$ cat src/rtl/button_conditioner.sv
`default_nettype none
//============================================================================
// Module      : button_conditioner
// Description : Input-conditioning stage between the raw Pmod button pins
//               and the pong core. Each of N_CH active-low mechanical
//               buttons is inverted, passed through a two-flop synchroniser
//               into the pixel-clock domain, and debounced on its own.
//               The block presents clean active-high levels plus one-cycle
//               press / release pulses.
//
// Parameters  : N_CH      - number of independent button channels
//               DEBOUNCE  - consecutive differing samples needed before the
//                           debounced level changes (must be >= 2)
//               CNT_W     - width of each channel's debounce counter
//
// Ports       : clk           in  1     pixel clock, rising-edge active
//               rst_n         in  1     asynchronous active-low reset
//               pins_n        in  N_CH  raw button pins, 0 = pressed,
//                                       asynchronous to clk
//               level         out N_CH  debounced state, 1 = pressed
//               press         out N_CH  one-cycle pulse on level 0->1
//               release_pulse out N_CH  one-cycle pulse on level 1->0
//                                       ("release" is a reserved word in
//                                       SystemVerilog, hence the suffix)
//
// Revision    : 1.0 - initial release
//============================================================================
module button_conditioner #(
    parameter int N_CH     = 8,
    parameter int DEBOUNCE = 262144,
    parameter int CNT_W    = $clog2(DEBOUNCE)
) (
    input  logic            clk,
    input  logic            rst_n,
    input  logic [N_CH-1:0] pins_n,
    output logic [N_CH-1:0] level,
    output logic [N_CH-1:0] press,
    output logic [N_CH-1:0] release_pulse
);

    // Terminal count: the edge on which the counter holds this value while
    // the synchronised input still differs from the level is the edge on
    // which the level flips. DEBOUNCE-1 always fits in $clog2(DEBOUNCE) bits.
    localparam logic [CNT_W-1:0] c_CNT_MAX = CNT_W'(DEBOUNCE - 1);
    localparam logic [CNT_W-1:0] c_CNT_ONE = CNT_W'(1);

    //------------------------------------------------------------------------
    // One fully independent conditioner per channel. All state is local to
    // the generate scope so that every register has exactly one driver.
    //------------------------------------------------------------------------
    for (genvar i = 0; i < N_CH; i++) begin : g_ch

        logic             r_s1;       // first synchroniser stage (inverted pin)
        logic             r_s2;       // second stage, only stage used downstream
        logic             r_level;    // debounced level
        logic [CNT_W-1:0] r_cnt;      // consecutive differing samples minus one
        logic             r_press;
        logic             r_release;

        logic             w_differs;  // synchronised input disagrees with level
        logic             w_expired;  // this edge completes the debounce run

        assign w_differs = (r_s2 != r_level);
        assign w_expired = w_differs && (r_cnt == c_CNT_MAX);

        //--------------------------------------------------------------------
        // Synchroniser. The inversion sits in front of the first flop so the
        // whole downstream path is active-high; it adds no logic after s2.
        //--------------------------------------------------------------------
        always_ff @(posedge clk or negedge rst_n) begin
            if (!rst_n) begin
                r_s1 <= 1'b0;
                r_s2 <= 1'b0;
            end else begin
                r_s1 <= ~pins_n[i];
                r_s2 <= r_s1;
            end
        end

        //--------------------------------------------------------------------
        // Debounce counter. Any sample that agrees with the current level
        // wipes the count, so a bounce costs the whole run (no partial
        // credit). The counter is reset on the flip itself and therefore
        // never wraps.
        //--------------------------------------------------------------------
        always_ff @(posedge clk or negedge rst_n) begin
            if (!rst_n) begin
                r_cnt <= '0;
            end else if (!w_differs || w_expired) begin
                r_cnt <= '0;
            end else begin
                r_cnt <= r_cnt + c_CNT_ONE;
            end
        end

        //--------------------------------------------------------------------
        // Level and edge pulses. The pulses are registered alongside the
        // level so they coincide with the level change and last exactly one
        // cycle; the new level is r_s2, which selects press vs release, so
        // the two can never be high together.
        //--------------------------------------------------------------------
        always_ff @(posedge clk or negedge rst_n) begin
            if (!rst_n) begin
                r_level   <= 1'b0;
                r_press   <= 1'b0;
                r_release <= 1'b0;
            end else begin
                r_press   <= 1'b0;
                r_release <= 1'b0;
                if (w_expired) begin
                    r_level   <= r_s2;
                    r_press   <= r_s2;
                    r_release <= ~r_s2;
                end
            end
        end

        assign level[i]         = r_level;
        assign press[i]         = r_press;
        assign release_pulse[i] = r_release;

`ifndef SYNTHESIS
        // A pulse always accompanies the level it announces.
        a_press_level : assert property (
            @(posedge clk) disable iff (!rst_n) r_press |-> r_level);
        a_release_level : assert property (
            @(posedge clk) disable iff (!rst_n) r_release |-> !r_level);
        a_exclusive : assert property (
            @(posedge clk) disable iff (!rst_n) !(r_press && r_release));
`endif

    end : g_ch

endmodule : button_conditioner
`default_nettype wire

$ cat config.mk
export PLATFORM = sky130hd
export DESIGN_NAME = button_conditioner
export DESIGN_NICKNAME = d
export VERILOG_FILES = /design/src/rtl/button_conditioner.sv
export SDC_FILE = /design/constraint.sdc
export NUM_CORES = 1
export LEC_CHECK = 0
export CORE_MARGIN = 2
export CORE_UTILIZATION = 65
export CTS_CLUSTER_SIZE = 14
export DETAILED_ROUTE_END_ITERATION = 12
export HOLD_SLACK_MARGIN = 0.03
export PLACE_DENSITY = 0.89
export SYNTH_ARGS = -nofsm -noshare
export SYNTH_HDL_FRONTEND = slang
export SYNTH_SLANG_ARGS = --single-unit
$ cat constraint.sdc
create_clock -name clk -period 5.5 [get_ports clk]
set_input_delay 1.1 -clock clk [delete_from_list [all_inputs] [get_ports clk]]
set_output_delay 1.1 -clock clk [all_outputs]
set_load 0.02 [all_outputs]
==> reports/metrics.yaml, run 1 <==
hold_path:
  hp-class: "flop to flop"
power:
  p_leak_nw: 3.84
  power_w: 0.00270
  ir_drop_uv: 216
  p_per_area_nw_per_um2: 286
timing:
  relSlewSlack: 0.252
  setup_violations: 0
  fin_crit_ns: 2.66
  skew_ns: 0.00858
  hold_viol: 0
  worstMarginPinSlew_ns: 1.11
  layout_setup_ws_ns: 2.84
  drv_slew: 0
  fin_crit_sh: 0.483
  setup_tns_ns: 0
  rsz0062_at_grt: "no"
  max_freq_ghz: 0.376
clock_tree:
  clkSlewWorstSetupHoldPaths_ns: 0.07
  cts_tree: "built"
  cts_resized: 0
  cts_inserted_buffers: 17
  cts_buffer_depth: 2
  clock_latency_ns: 0.43
  cts_setup_buffers: 0
  cts-root-buf: "clkbuf_16"
  hold_buffers: 0
  h-tree-depth: 4
  cts_sinks: 184
grt:
  grt_pass1_wl_mm: 28.6
  antenna_found_initial: 0
  grt_max_degree: 110
  grt_util_all_layers: 0.250
  grt-ovfl-total: 0
  grt_pass1_vias: 6284
setup_path:
  cp-end-kind: "output pin"
  cp_cell_sequence: "clkdlybuf4s50_1"
  cp_top_family: "buffers and inverters"
  cp_slowest_stage_delay_ns: 0.65
  cp-start-kind: "flop"
  critPathSlowestCell: "clkdlybuf4s50_1"
  cp.arrival_ns: 1.56
  worstPathRequired_ns: 4.40
  critPathBufInv: 1
  path_class: "flop to output pin"
  crit_fanout: 6
place:
  globalplace.congestion: 0.870
  dp.cells: 996
  dp_hpwl_mm: 10.9
  io_buffers: 33
  dpl_worst_slack_ns: 3.08
floorplanning:
  die_h_um: 119
  io-pin-count: 34
  die_w_um: 119
  rows: 41
  start_util: 0.672
  design.core.area_um2: 12700
  fp.dieArea_um2: 14100
logic_synthesis:
  ys.flop_type: "dfrtp_1"
  ys_ff_latch: 184
  synth-edff-count: 0
  synth_nets: 844
  avgSynthCellArea_um2: 10.4
  seq_area_frac_synth: 0.538
  async_flop_share: 1.00
  syn_inst: 826
  ys_types: 52
  yosys_warnings: 0
  syn_area_um2: 8550
drt:
  wirelength_mm: 16.6
  detail-route-antenna-nets: 0
  num_vias: 6245
  viasPerCell: 6.08
  first_pass_iters: 5
  detail_route.wl_per_cell_um: 16.1
  drc_errors: 0
  drt_iter0_markers: 592
layout:
  diodes: 0
  drive_gt1_frac: 0.0713
  mostFrequentLayoutCells: "dfrtp_1 (184), nor2_1 (132), xnor2_1 (79)"
  final_common_cell: "dfrtp_1"
  syn2layout_area_growth_pct: 10.7
  final_cells: 1027
  final_nets: 861
job:
  drv_cap: 0
status:
  status: "finished clean"
[metrics by stage]
step,instance area [um^2],hold WS (ns),utilization
3_5_place_dp,8880,0.335,0.698
2_1_floorplan,8550,0.331,-
4_1_cts,9470,0.349,0.744
6_report,9470,0.349,0.744
5_1_grt,9470,0.358,0.744
3_3_place_gp,8880,0.332,0.698
[area by class of cell]
type / instances / area [um^2]
inverter: 24 / 90.1
sequential: 184 / 4600
clock buffer: 19 / 443
fill: 833 / 3250
multi-input combinational: 581 / 3620
clock inverter: 12 / 151
timing repair buffer: 35 / 347
tap: 172 / 215
[Yosys cell counts, types with 3 or more instances]
cell type / n / area share
nor3b_1: 14 / 0.012
nor4_1: 30 / 0.022
and3_1: 12 / 0.0088
nor4b_1: 4 / 0.0041
nand4_1: 39 / 0.029
o21ai_0: 17 / 0.0099
buf_4: 24 / 0.021
or3_1: 10 / 0.0073
o21ai_1: 4 / 0.0023
a31o_2: 4 / 0.0041
nor3_1: 23 / 0.013
mux2_2: 7 / 0.0092
clkbuf_1: 4 / 0.0018
or3_2: 3 / 0.0026
and4_1: 10 / 0.010
or4_1: 4 / 0.0035
mux2i_1: 4 / 0.0047
xor2_1: 37 / 0.038
nand2_1: 42 / 0.018
xnor2_1: 79 / 0.081
ha_1: 8 / 0.012
dfrtp_1: 184 / 0.54
a21oi_1: 19 / 0.011
inv_1: 24 / 0.011
nor2_1: 132 / 0.058
nand3_1: 48 / 0.028
buf_2: 7 / 0.0041
[power by group]
part / internal, W / switching [W]
combinational: 0.0000263 / 0.0000574
clock: 0.000722 / 0.000501
sequential: 0.00137 / 0.0000239
total: 0.00212 / 0.000582
[flip-flops by register name (all words and copies together), names as in the netlist]
name / count
g_ch.r_s1: 8
g_ch.r_cnt: 144
g_ch.r_level: 8
g_ch.r_press: 8
g_ch.r_release: 8
g_ch.r_s2: 8
[worst paths after layout]
check	slack, ns	startpoint	cells past startpoint	endpoint
max in group asynchronous	3.64	rst_n	2	g_ch[1].r_cnt[2]
min	0.35	g_ch[3].r_s1	0	g_ch[3].r_s2
min reg2reg	0.35	g_ch[3].r_s1	0	g_ch[3].r_s2
max	2.84	g_ch[7].r_level	1	level[7]
min in group asynchronous	0.78	rst_n	1	g_ch[0].r_cnt[6]
max reg2reg	2.93	g_ch[5].r_cnt[0]	5	g_ch[5].r_cnt[10]
[metal layers]
layer | track usage | wire [um] | vias up
met4 | 0.103 | 305 | 0
met2 | 0.430 | 8620 | 189
met5 | 0 | 0 | -
met1 | 0.306 | 6930 | 3121
li1 | - | - | 2900
met3 | 0.0512 | 698 | 35
[logic make-up (layout without fill, tap and decap cells)]
family / Yosys count / count (layout) / synth area share
compound gates: 57 / 57 / 0.0417
xor+xnor: 116 / 116 / 0.119
fa+ha+maj: 8 / 8 / 0.0117
buf+inv: 61 / 90 / 0.0385
flops: 184 / 184 / 0.538
mux: 12 / 12 / 0.0157
simple gates: 388 / 388 / 0.235
(Power assumes the default switching activity.)
==> inputs of run 2 (changes only) <==
CORE_UTILIZATION = 61   (was 65)
PLACE_DENSITY = 0.85   (was 0.89)
clock period = 2.7 ns   (was 5.5 ns; I/O delays follow)
==> run 2 against run 1 <==
Compared with the run above: design area rose by 1.3%; flip-flop and latch count did not move; die area rose by 6.3%; global-route usage fell by 2.7 points; critical endpoint is now g_ch[7].r_cnt[7].
==> reports/metrics.yaml, run 2 (synthesis results as in run 1) <==
status:
  status: "finished clean"  # unchanged
place:
  globalplace.congestion: 0.870  # about the same
  io_buffers: 33  # unchanged
  dp_hpwl_mm: 9.77  # was 10.9 mm
floorplanning:
  design.core.area_um2: 13800  # was 12700 um^2
  rows: 43  # was 41
  io-pin-count: 34  # unchanged
  start_util: 0.621  # was 0.672
  die_h_um: 122  # was 119 um
  fp.dieArea_um2: 15000  # was 14100 um^2
  die_w_um: 122  # was 119 um
clock_tree:
  cts_inserted_buffers: 17  # unchanged
  cts_setup_buffers: 0  # unchanged
  cts-root-buf: "clkbuf_16"  # unchanged
  clock_latency_ns: 0.43  # about the same
  hold_buffers: 0  # unchanged
  cts_tree: "built"  # unchanged
  cts_buffer_depth: 2  # unchanged
  cts_resized: 0  # unchanged
  cts_sinks: 184  # unchanged
  clkSlewWorstSetupHoldPaths_ns: 0.07  # about the same
  h-tree-depth: 4  # unchanged
setup_path:
  cp_cell_sequence: "ha_1, nand4_1, nor3_1, a41o_1, nor2_1"  # was clkdlybuf4s50_1
  cp-end-kind: "flop"  # was output pin
  worstReg2RegStart: "g_ch[7].r_cnt[0]"  # was g_ch[5].r_cnt[0]
  path_class: "flop to flop"  # was flop to output pin
  reg2reg_depth: 5  # unchanged
  cp-start-kind: "flop"  # unchanged
  cp_slowest_stage_delay_ns: 0.56  # was 0.65 ns
  cp.depth: 5  # was 1
  critPathSlowestCell: "a41o_1"  # was clkdlybuf4s50_1
  cp.arrival_ns: 2.50  # was 1.56 ns
  crit_fanout: 14  # was 6
  r2r_slack_ns: 0.50  # was 2.93 ns
  cp_top_family: "simple AND/OR/NAND/NOR gates"  # was buffers and inverters
  worstPathRequired_ns: 3.00  # was 4.40 ns
  critPathBufInv: 0  # was 1
  worstReg2RegEnd: "g_ch[7].r_cnt[7]"  # was g_ch[5].r_cnt[10]
layout:
  diodes: 0  # unchanged
  final_common_cell: "dfrtp_1"  # unchanged
  largest_reg_flops: 144  # unchanged
  mostFrequentLayoutCells: "dfrtp_1 (184), nor2_1 (132), xnor2_1 (79)"  # unchanged
  syn2layout_area_growth_pct: 12.1  # was 10.7%
  top_register: "g_ch.r_cnt"  # unchanged
  final_nets: 867  # was 861
  drive_gt1_frac: 0.0766  # was 0.0713
  post-route-util: 0.696  # was 0.744
job:
  drv_cap: 0  # unchanged
grt:
  grt_pass1_vias: 5888  # was 6284
  grt_pass1_wl_mm: 26.5  # was 28.6 mm
  grt_max_degree: 56  # was 110
  grt-ovfl-total: 0  # unchanged
  antenna_found_initial: 0  # unchanged
  grt_util_all_layers: 0.222  # was 0.250
drt:
  detail_route.wl_per_cell_um: 14.9  # was 16.1 um
  num_vias: 6074  # was 6245
  viasPerCell: 5.83  # was 6.08
  detail-route-antenna-nets: 0  # unchanged
  first_pass_iters: 5  # unchanged
  wirelength_mm: 15.5  # was 16.6 mm
  drc_errors: 0  # unchanged
  drt_iter0_markers: 461  # was 592
timing:
  skew_ns: 0.00940  # was 0.00858 ns
  worstMarginPinSlew_ns: 0.849  # was 1.11 ns
  setup_violations: 0  # unchanged
  fin_crit_sh: 0.817
  fin_crit_ns: 2.20
  max_freq_ghz: 0.454
  rsz0062_at_grt: "no"  # unchanged
  setup_tns_ns: 0  # unchanged
  relSlewSlack: 0.430  # was 0.252
  hold_viol: 0  # unchanged
  drv_slew: 0  # unchanged
  whs_ns: 0.0544  # was 0.349 ns
power:
  p_per_area_nw_per_um2: 592  # was 286 nW/um^2
  p_leak_nw: 3.90  # was 3.84 nW
  ir_drop_uv: 484  # was 216 uV
hold_path:
  hp-class: "input pin to asynchronous set/reset pin"  # was flop to flop
[run 2: changes by cell type in the layout (fill, tap and decap cells not counted), sizes merged]
cell	before	now
clkinvlp	5	2
clkbuf	19	23
buf	3	8
bufinv	3	4
inv	25	26
clkinv	3	2
[run 2: how the worst max path moves through the flow]
stage	end	startpoint
final	g_ch[7].r_cnt[7]	g_ch[7].r_cnt[0]
after global routing	g_ch[7].r_cnt[11]	g_ch[7].r_cnt[0]
after CTS	g_ch[3].r_cnt[2]	g_ch[3].r_cnt[0]
after detailed placement	g_ch[3].r_cnt[2]	g_ch[3].r_cnt[0]
after global placement	g_ch[3].r_cnt[4]	g_ch[3].r_cnt[0]
after floorplan	g_ch[3].r_level	g_ch[3].r_cnt[0]
[run 2: metal layers]
metal	share of wire	GRT usage	vias up
li1	-	-	2917
met1	0.45	0.287	3005
met2	0.50	0.374	123
met3	0.033	0.0488	29
met4	0.016	0.0740	0
met5	0	0	-
[run 2: cell type report]
class | count | area (um^2)
Sequential cell | 184 | 4600
Fill cell | 959 | 4180
Multi-Input combinational cell | 581 | 3620
Clock buffer | 22 | 464
Timing Repair Buffer | 41 | 419
Tap cell | 180 | 225
Clock inverter | 10 | 166
Inverter | 24 | 90.1
[run 2: per-stage QoR]
stage	power (W)	std cells	setup slack (ns)	cell area, um^2
2_1_floorplan	0.00297	826	0.737	8550
3_3_place_gp	0.00307	1010	0.627	8960
3_5_place_dp	0.00308	1010	0.533	8960
4_1_cts	0.00571	1042	0.517	9590
5_1_grt	0.00585	1042	0.305	9590
6_report	0.00567	1042	0.495	9590
[run 2: power breakdown]
part	total [W]	internal [W]	leakage (nW)	switching (W)
Clock	0.00264	0.00160	0.301	0.00104
Sequential	0.00284	0.00280	2.51	0.0000465
Combinational	0.000184	0.0000642	1.09	0.000120
Total	0.00567	0.00447	3.90	0.00121
